[src/rtl/ysyx_24100012_ifu_pkg.sv]
// Shared types and constants for the ysyx_24100012 instruction fetch unit.
// Includes the fetch FSM state encoding and the fault-path NOP word.
package ysyx_24100012_ifu_pkg;

    typedef enum logic [2:0] {
        S_BOOT    = 3'd0,
        S_REQ     = 3'd1,
        S_WAIT_R  = 3'd2,
        S_OUT     = 3'd3,
        S_WAIT_PC = 3'd4
    } ifu_state_e;

    localparam logic [1:0]  RESP_OKAY        = 2'b00;
    localparam logic [31:0] NOP_INST         = 32'h0000_0013;
    localparam logic [31:0] DEFAULT_RESET_PC = 32'h8000_0000;

    localparam int unsigned PERF_CNT_WIDTH = 32;

endpackage

[src/rtl/ysyx_24100012_perf_counter.sv]
// 32-bit wrapping event counter with enable and async active-low reset.
// Shared by the IFU and other performance counters.
module ysyx_24100012_perf_counter
    import ysyx_24100012_ifu_pkg::*;
(
    input  logic                      clk,
    input  logic                      rst_n,
    input  logic                      en,
    output logic [PERF_CNT_WIDTH-1:0] count
);

    logic [PERF_CNT_WIDTH-1:0] count_q;
    logic [PERF_CNT_WIDTH-1:0] count_d;

    always_comb begin
        count_d = count_q;
        if (en) begin
            count_d = count_q + PERF_CNT_WIDTH'(1);
        end
    end

    always_ff @(posedge clk or negedge rst_n) begin
        if (!rst_n) begin
            count_q <= '0;
        end else begin
            count_q <= count_d;
        end
    end

    assign count = count_q;

endmodule

[src/rtl/ysyx_24100012_ifu.sv]
// Instruction fetch unit: one outstanding AR/R read per instruction, then waits for write-back NPC.
// Optional access-fault reporting is enabled by defining YSYX_24100012_IFU_FAULT_EN.
module ysyx_24100012_ifu
    import ysyx_24100012_ifu_pkg::*;
#(
    parameter int unsigned           DATA_WIDTH = 32,
    parameter int unsigned           ADDR_WIDTH = 32,
    parameter logic [ADDR_WIDTH-1:0] RESET_PC   = ADDR_WIDTH'(DEFAULT_RESET_PC)
) (
    input  logic                  clk,
    input  logic                  rst_n,
    output logic [ADDR_WIDTH-1:0] ifu_araddr,
    output logic                  ifu_arvalid,
    input  logic                  ifu_arready,
    input  logic [DATA_WIDTH-1:0] ifu_rdata,
    input  logic [1:0]            ifu_rresp,
    input  logic                  ifu_rvalid,
    output logic                  ifu_rready,
    output logic [DATA_WIDTH-1:0] inst,
    output logic [ADDR_WIDTH-1:0] inst_pc,
    output logic                  inst_valid,
    input  logic                  inst_ready,
    output logic                  inst_fault,
    input  logic                  pc_update_valid,
    input  logic [ADDR_WIDTH-1:0] pc_next,
    output logic [31:0]           fetch_count
);

    ifu_state_e            state_q;
    ifu_state_e            state_d;
    logic [ADDR_WIDTH-1:0] pc_q;
    logic [ADDR_WIDTH-1:0] pc_d;
    logic [DATA_WIDTH-1:0] inst_q;
    logic [DATA_WIDTH-1:0] inst_d;
    logic [ADDR_WIDTH-1:0] inst_pc_q;
    logic [ADDR_WIDTH-1:0] inst_pc_d;
    logic                  deliver;

    always_comb begin
        state_d   = state_q;
        pc_d      = pc_q;
        inst_d    = inst_q;
        inst_pc_d = inst_pc_q;
        unique case (state_q)
            S_BOOT: begin
                state_d = S_REQ;
            end
            S_REQ: begin
                if (ifu_arready) begin
                    state_d = S_WAIT_R;
                end
            end
            S_WAIT_R: begin
                if (ifu_rvalid) begin
                    state_d   = S_OUT;
                    inst_pc_d = pc_q;
`ifdef YSYX_24100012_IFU_FAULT_EN
                    if (ifu_rresp != RESP_OKAY) begin
                        inst_d = DATA_WIDTH'(NOP_INST);
                    end else begin
                        inst_d = ifu_rdata;
                    end
`else
                    inst_d = ifu_rdata;
`endif
                end
            end
            S_OUT: begin
                if (inst_ready) begin
                    state_d = S_WAIT_PC;
                end
            end
            S_WAIT_PC: begin
                // pc_next low bits are kept; only the fetch address is aligned
                if (pc_update_valid) begin
                    pc_d    = pc_next;
                    state_d = S_REQ;
                end
            end
            default: begin
                state_d = S_BOOT;
            end
        endcase
    end

    always_ff @(posedge clk or negedge rst_n) begin
        if (!rst_n) begin
            state_q   <= S_BOOT;
            pc_q      <= RESET_PC;
            inst_q    <= '0;
            inst_pc_q <= '0;
        end else begin
            state_q   <= state_d;
            pc_q      <= pc_d;
            inst_q    <= inst_d;
            inst_pc_q <= inst_pc_d;
        end
    end

`ifdef YSYX_24100012_IFU_FAULT_EN
    logic fault_q;
    logic fault_d;

    always_comb begin
        fault_d = fault_q;
        if (state_q == S_WAIT_R && ifu_rvalid) begin
            fault_d = (ifu_rresp != RESP_OKAY);
        end
    end

    always_ff @(posedge clk or negedge rst_n) begin
        if (!rst_n) begin
            fault_q <= 1'b0;
        end else begin
            fault_q <= fault_d;
        end
    end

    assign inst_fault = fault_q;
`else
    logic unused_rresp;

    assign unused_rresp = ^ifu_rresp;
    assign inst_fault   = 1'b0;
`endif

    assign ifu_araddr  = {pc_q[ADDR_WIDTH-1:2], 2'b00};
    assign ifu_arvalid = (state_q == S_REQ);
    assign ifu_rready  = (state_q == S_WAIT_R);
    assign inst_valid  = (state_q == S_OUT);
    assign inst        = inst_q;
    assign inst_pc     = inst_pc_q;
    assign deliver     = inst_valid & inst_ready;

    ysyx_24100012_perf_counter u_fetch_cnt (
        .clk   (clk),
        .rst_n (rst_n),
        .en    (deliver),
        .count (fetch_count)
    );

endmodule

[config.mk]
export PLATFORM = sky130hd
export DESIGN_NAME = ysyx_24100012_ifu
export DESIGN_NICKNAME = d
export VERILOG_FILES = /design/src/rtl/ysyx_24100012_ifu_pkg.sv /design/src/rtl/ysyx_24100012_perf_counter.sv /design/src/rtl/ysyx_24100012_ifu.sv
export SDC_FILE = /design/constraint.sdc
export NUM_CORES = 1
export LEC_CHECK = 0
export ABC_AREA = 0
export CAP_MARGIN = 25
export CELL_PAD_IN_SITES_DETAIL_PLACEMENT = 0
export CELL_PAD_IN_SITES_GLOBAL_PLACEMENT = 2
export CORE_ASPECT_RATIO = 1.1
export CORE_MARGIN = 10
export CORE_UTILIZATION = 32
export DETAILED_ROUTE_END_ITERATION = 16
export PLACE_DENSITY_LB_ADDON = 0.1
export SETUP_SLACK_MARGIN = 0.3
export SLEW_MARGIN = 20
export SYNTH_ARGS = -nofsm -noshare
export SYNTH_HDL_FRONTEND = slang
export SYNTH_SLANG_ARGS = --single-unit
export TNS_END_PERCENT = 10
[constraint.sdc]
create_clock -name clk -period 4.1 [get_ports clk]
set_input_delay 0.82 -clock clk [delete_from_list [all_inputs] [get_ports clk]]
set_output_delay 0.82 -clock clk [all_outputs]
set_load 0.01 [all_outputs]
==> flow_metrics.env <==
export IMPL_status="finished clean"
export IMPL_skew_ns=0.009224
export IMPL_ys_ff_latch=131
export IMPL_synth_top_area_share=0.5585
export IMPL_cts_setup_buffers=0
export IMPL_place_congestion=0.7139
export IMPL_pre_cts_ws_ns=1.159
export IMPL_min_period_ns=2.690
export IMPL_dpl_hpwl_um=10570
export IMPL_synth_top_family_by_area="multiplexers"
export IMPL_rsz0062_at_grt="no"
export IMPL_dpl_instance_area_mm2=0.007704
export IMPL_grt_max_degree=94
export IMPL_worstMarginPinSlew_ns=0.8727
export IMPL_total_power_mw=6.003
export IMPL_crit_required_ns=3.28
export IMPL_cp_data_arrival_time_ns=1.87
export IMPL_synth_main_ff_cell="dfrtp_1"
export IMPL_ant_nets=0
export IMPL_initial_core_util=0.3271
export IMPL_yosysUniqueCellTypes=39
export IMPL_area_delta_synth_final_pct=43.03
export IMPL_cts_resized=0
export IMPL_slew_viol_final=0
export IMPL_drt_first_pass_iters=4
export IMPL_synth_adder_area_share=0.002148
export IMPL_route_detailed_wl_per_inst_um=18.32
export IMPL_synthMuxAreaShare=0.2262
export IMPL_synth_area_leaders="dfrtp_1 (56%), mux2_4 (15%), mux2_2 (4.8%), buf_4 (4.4%), xnor2_1 (4.2%)"
export IMPL_power_leakage_nw=3.600
export IMPL_cts_buffer_depth=2
export IMPL_clockRootBuffer="clkbuf_16"
export IMPL_clock_fmax_mhz=371.7
export IMPL_synth_xor_area_frac=0.04662
export IMPL_yosysWarnings=0
export IMPL_synth_seq_area_share=0.5631
export IMPL_track_usage=0.1258
export IMPL_setup_violations=0
export IMPL_first_iter_violations=77
export IMPL_drive_gt1_frac=0.2325
export IMPL_finalNetCount=632
export IMPL_post_route_drc_count=0
export IMPL_grt_first_pass_wirelength_um=23430
export IMPL_synth_simple_gate_area_share=0.07734
export IMPL_hold_class="reg2reg"
export IMPL_clkTransAtPathRegs_ns=0.06
export IMPL_io_buffers=198
export IMPL_irDropWorstVdd_mv=0.2862
export IMPL_synth_compound_area_frac=0.006230
export IMPL_num_vias=3592
export IMPL_grt_ovfl_total=0
export IMPL_holdBufCountCts=0
export IMPL_synth_area_mm2=0.005824
export IMPL_path_class="reg2out"
export IMPL_cts_num_sinks=131
export IMPL_cts_htree_levels=4
export IMPL_p_per_area_mw_per_mm2=720.6
export IMPL_cts_buffers=17
export IMPL_timing_final_crit_share=0.6562
export IMPL_grt_pass1_vias=3929
export IMPL_tns_ns=0
export IMPL_insertion_delay_ns=0.42
export IMPL_die_w_um=148.6
export IMPL_end_kind="primary output"
export IMPL_core_area_mm2=0.01780
export IMPL_setup_ws_ns=1.410
export IMPL_worst_path_max_fanout=10
export IMPL_syn_area_per_cell_um2=15.21
export IMPL_cts_tree="yes"
export IMPL_ios=204
export IMPL_stdcell_area_mm2=0.008330
export IMPL_synthArstFlopShare=1.000
export IMPL_routed_wirelength_um=14840
export IMPL_cap_viol_max_count=0
export IMPL_fp_dieH_um=161.5
export IMPL_fillers=1597
export IMPL_cp_start_kind="flip-flop"
export IMPL_row_count=51
export IMPL_synth_top_cell_by_area="dfrtp_1"
export IMPL_synth_edf_count=0
export IMPL_antenna_found_initial=1
export IMPL_die_area_mm2=0.02400
export IMPL_synthCells=383
export IMPL_hold_viol=0
export IMPL_viasPerCell=4.435
export IMPL_slew_headroom=0.4182
export IMPL_antenna_cells=0
placed cells by master (no fill, tap or decap), drive strengths merged, types with 3 or more instances in the layout:
master         Yosys  final
clkdlybuf4s50      0    197
dfrtp            130    130
mux2              97     97
xnor2             28     28
clkbuf             0     20
nand4             15     15
nand3             11     11
nand2             11     11
nor2              10     10
clkinv             0      5
bufinv             0      4
and3               4      4
nor3               4      4
buf               46      4
and4               3      3
xor2               3      3
conb               1      3
inv                2      3
nand4b             3      3
power by group:
group	leakage (nW)	internal, mW	switching (mW)
clock network	0.301	1.04	0.570
logic	1.61	1.49	0.802
registers	1.69	1.79	0.320
cell usage after synthesis, types with 4 or more instances:
| cell type | n |
|---|---|
| nand2_1 | 11 |
| and3_1 | 4 |
| mux2_4 | 60 |
| buf_4 | 34 |
| nor2_1 | 8 |
| nand4_1 | 13 |
| buf_6 | 4 |
| dfrtp_1 | 130 |
| mux2_2 | 25 |
| xnor2_1 | 28 |
| mux2_1 | 12 |
| buf_12 | 7 |
| nand3_1 | 11 |
logic make-up (layout without fill, tap and decap cells):
group / after synthesis / after routing
fa+ha+maj: 1 / 1
other cells: 1 / 3
buf+inv: 48 / 235
simple gates: 68 / 68
mux: 97 / 97
flops: 131 / 131
compound gates: 6 / 6
xor+xnor: 31 / 31
metal layers:
metal | vias to the layer above | routed length (µm) | GRT usage | part of all wire
li1 | 1647 | - | - | -
met1 | 1795 | 6540 | 0.1541 | 0.44
met2 | 129 | 6933 | 0.1923 | 0.47
met3 | 19 | 1112 | 0.05115 | 0.075
met4 | 2 | 245 | 0.05005 | 0.017
met5 | - | 9 | 0 | 0.00061
stage by stage:
step	cells	hold slack (ns)	utilization
3_3_place_gp	778	0.4652	0.4327
2_1_floorplan	385	0.4522	-
6_report	810	0.4711	0.4679
4_1_cts	810	0.4769	0.4679
3_5_place_dp	778	0.4645	0.4327
5_1_grt	810	0.4969	0.4679
state kept, by name (all words and copies together), names as in the netlist:
register           count
u_fetch_cnt.count     32
state_q                3
inst_pc               32
inst                  32
pc_q                  32
area by class of cell:
type	instances	area (µm²)	share of cell area
well taps	238	297.8	0.03575
flip-flops and latches	131	3279	0.3937
multi-input cells	206	2101	0.2522
inverters	2	7.507	0.0009012
clock buffers	20	446.7	0.05362
clock inverters	12	180.2	0.02163
repair buffers	201	2018	0.2423
path summary, 6_finish.rpt:
check	startpoint	end	slack, ns	cells after the start
worst max-delay path	state_q[0]	ifu_arvalid	1.41	2
max in group asynchronous	rst_n	u_fetch_cnt.count[16]	2.73	2
worst max register to register	state_q[2]	inst[12]	1.91	5
worst min register to register	u_fetch_cnt.count[31]	u_fetch_cnt.count[31]	0.47	1
worst min-delay path	u_fetch_cnt.count[31]	u_fetch_cnt.count[31]	0.47	1
min in group asynchronous	rst_n	inst[28]	0.50	1
critical path: stages, from the launching register on:
cell and delay [ns]:
dfrtp_1 0.54, nor3b_1 0.29, clkdlybuf4s50_1 0.63
(Power assumes the default switching activity.)
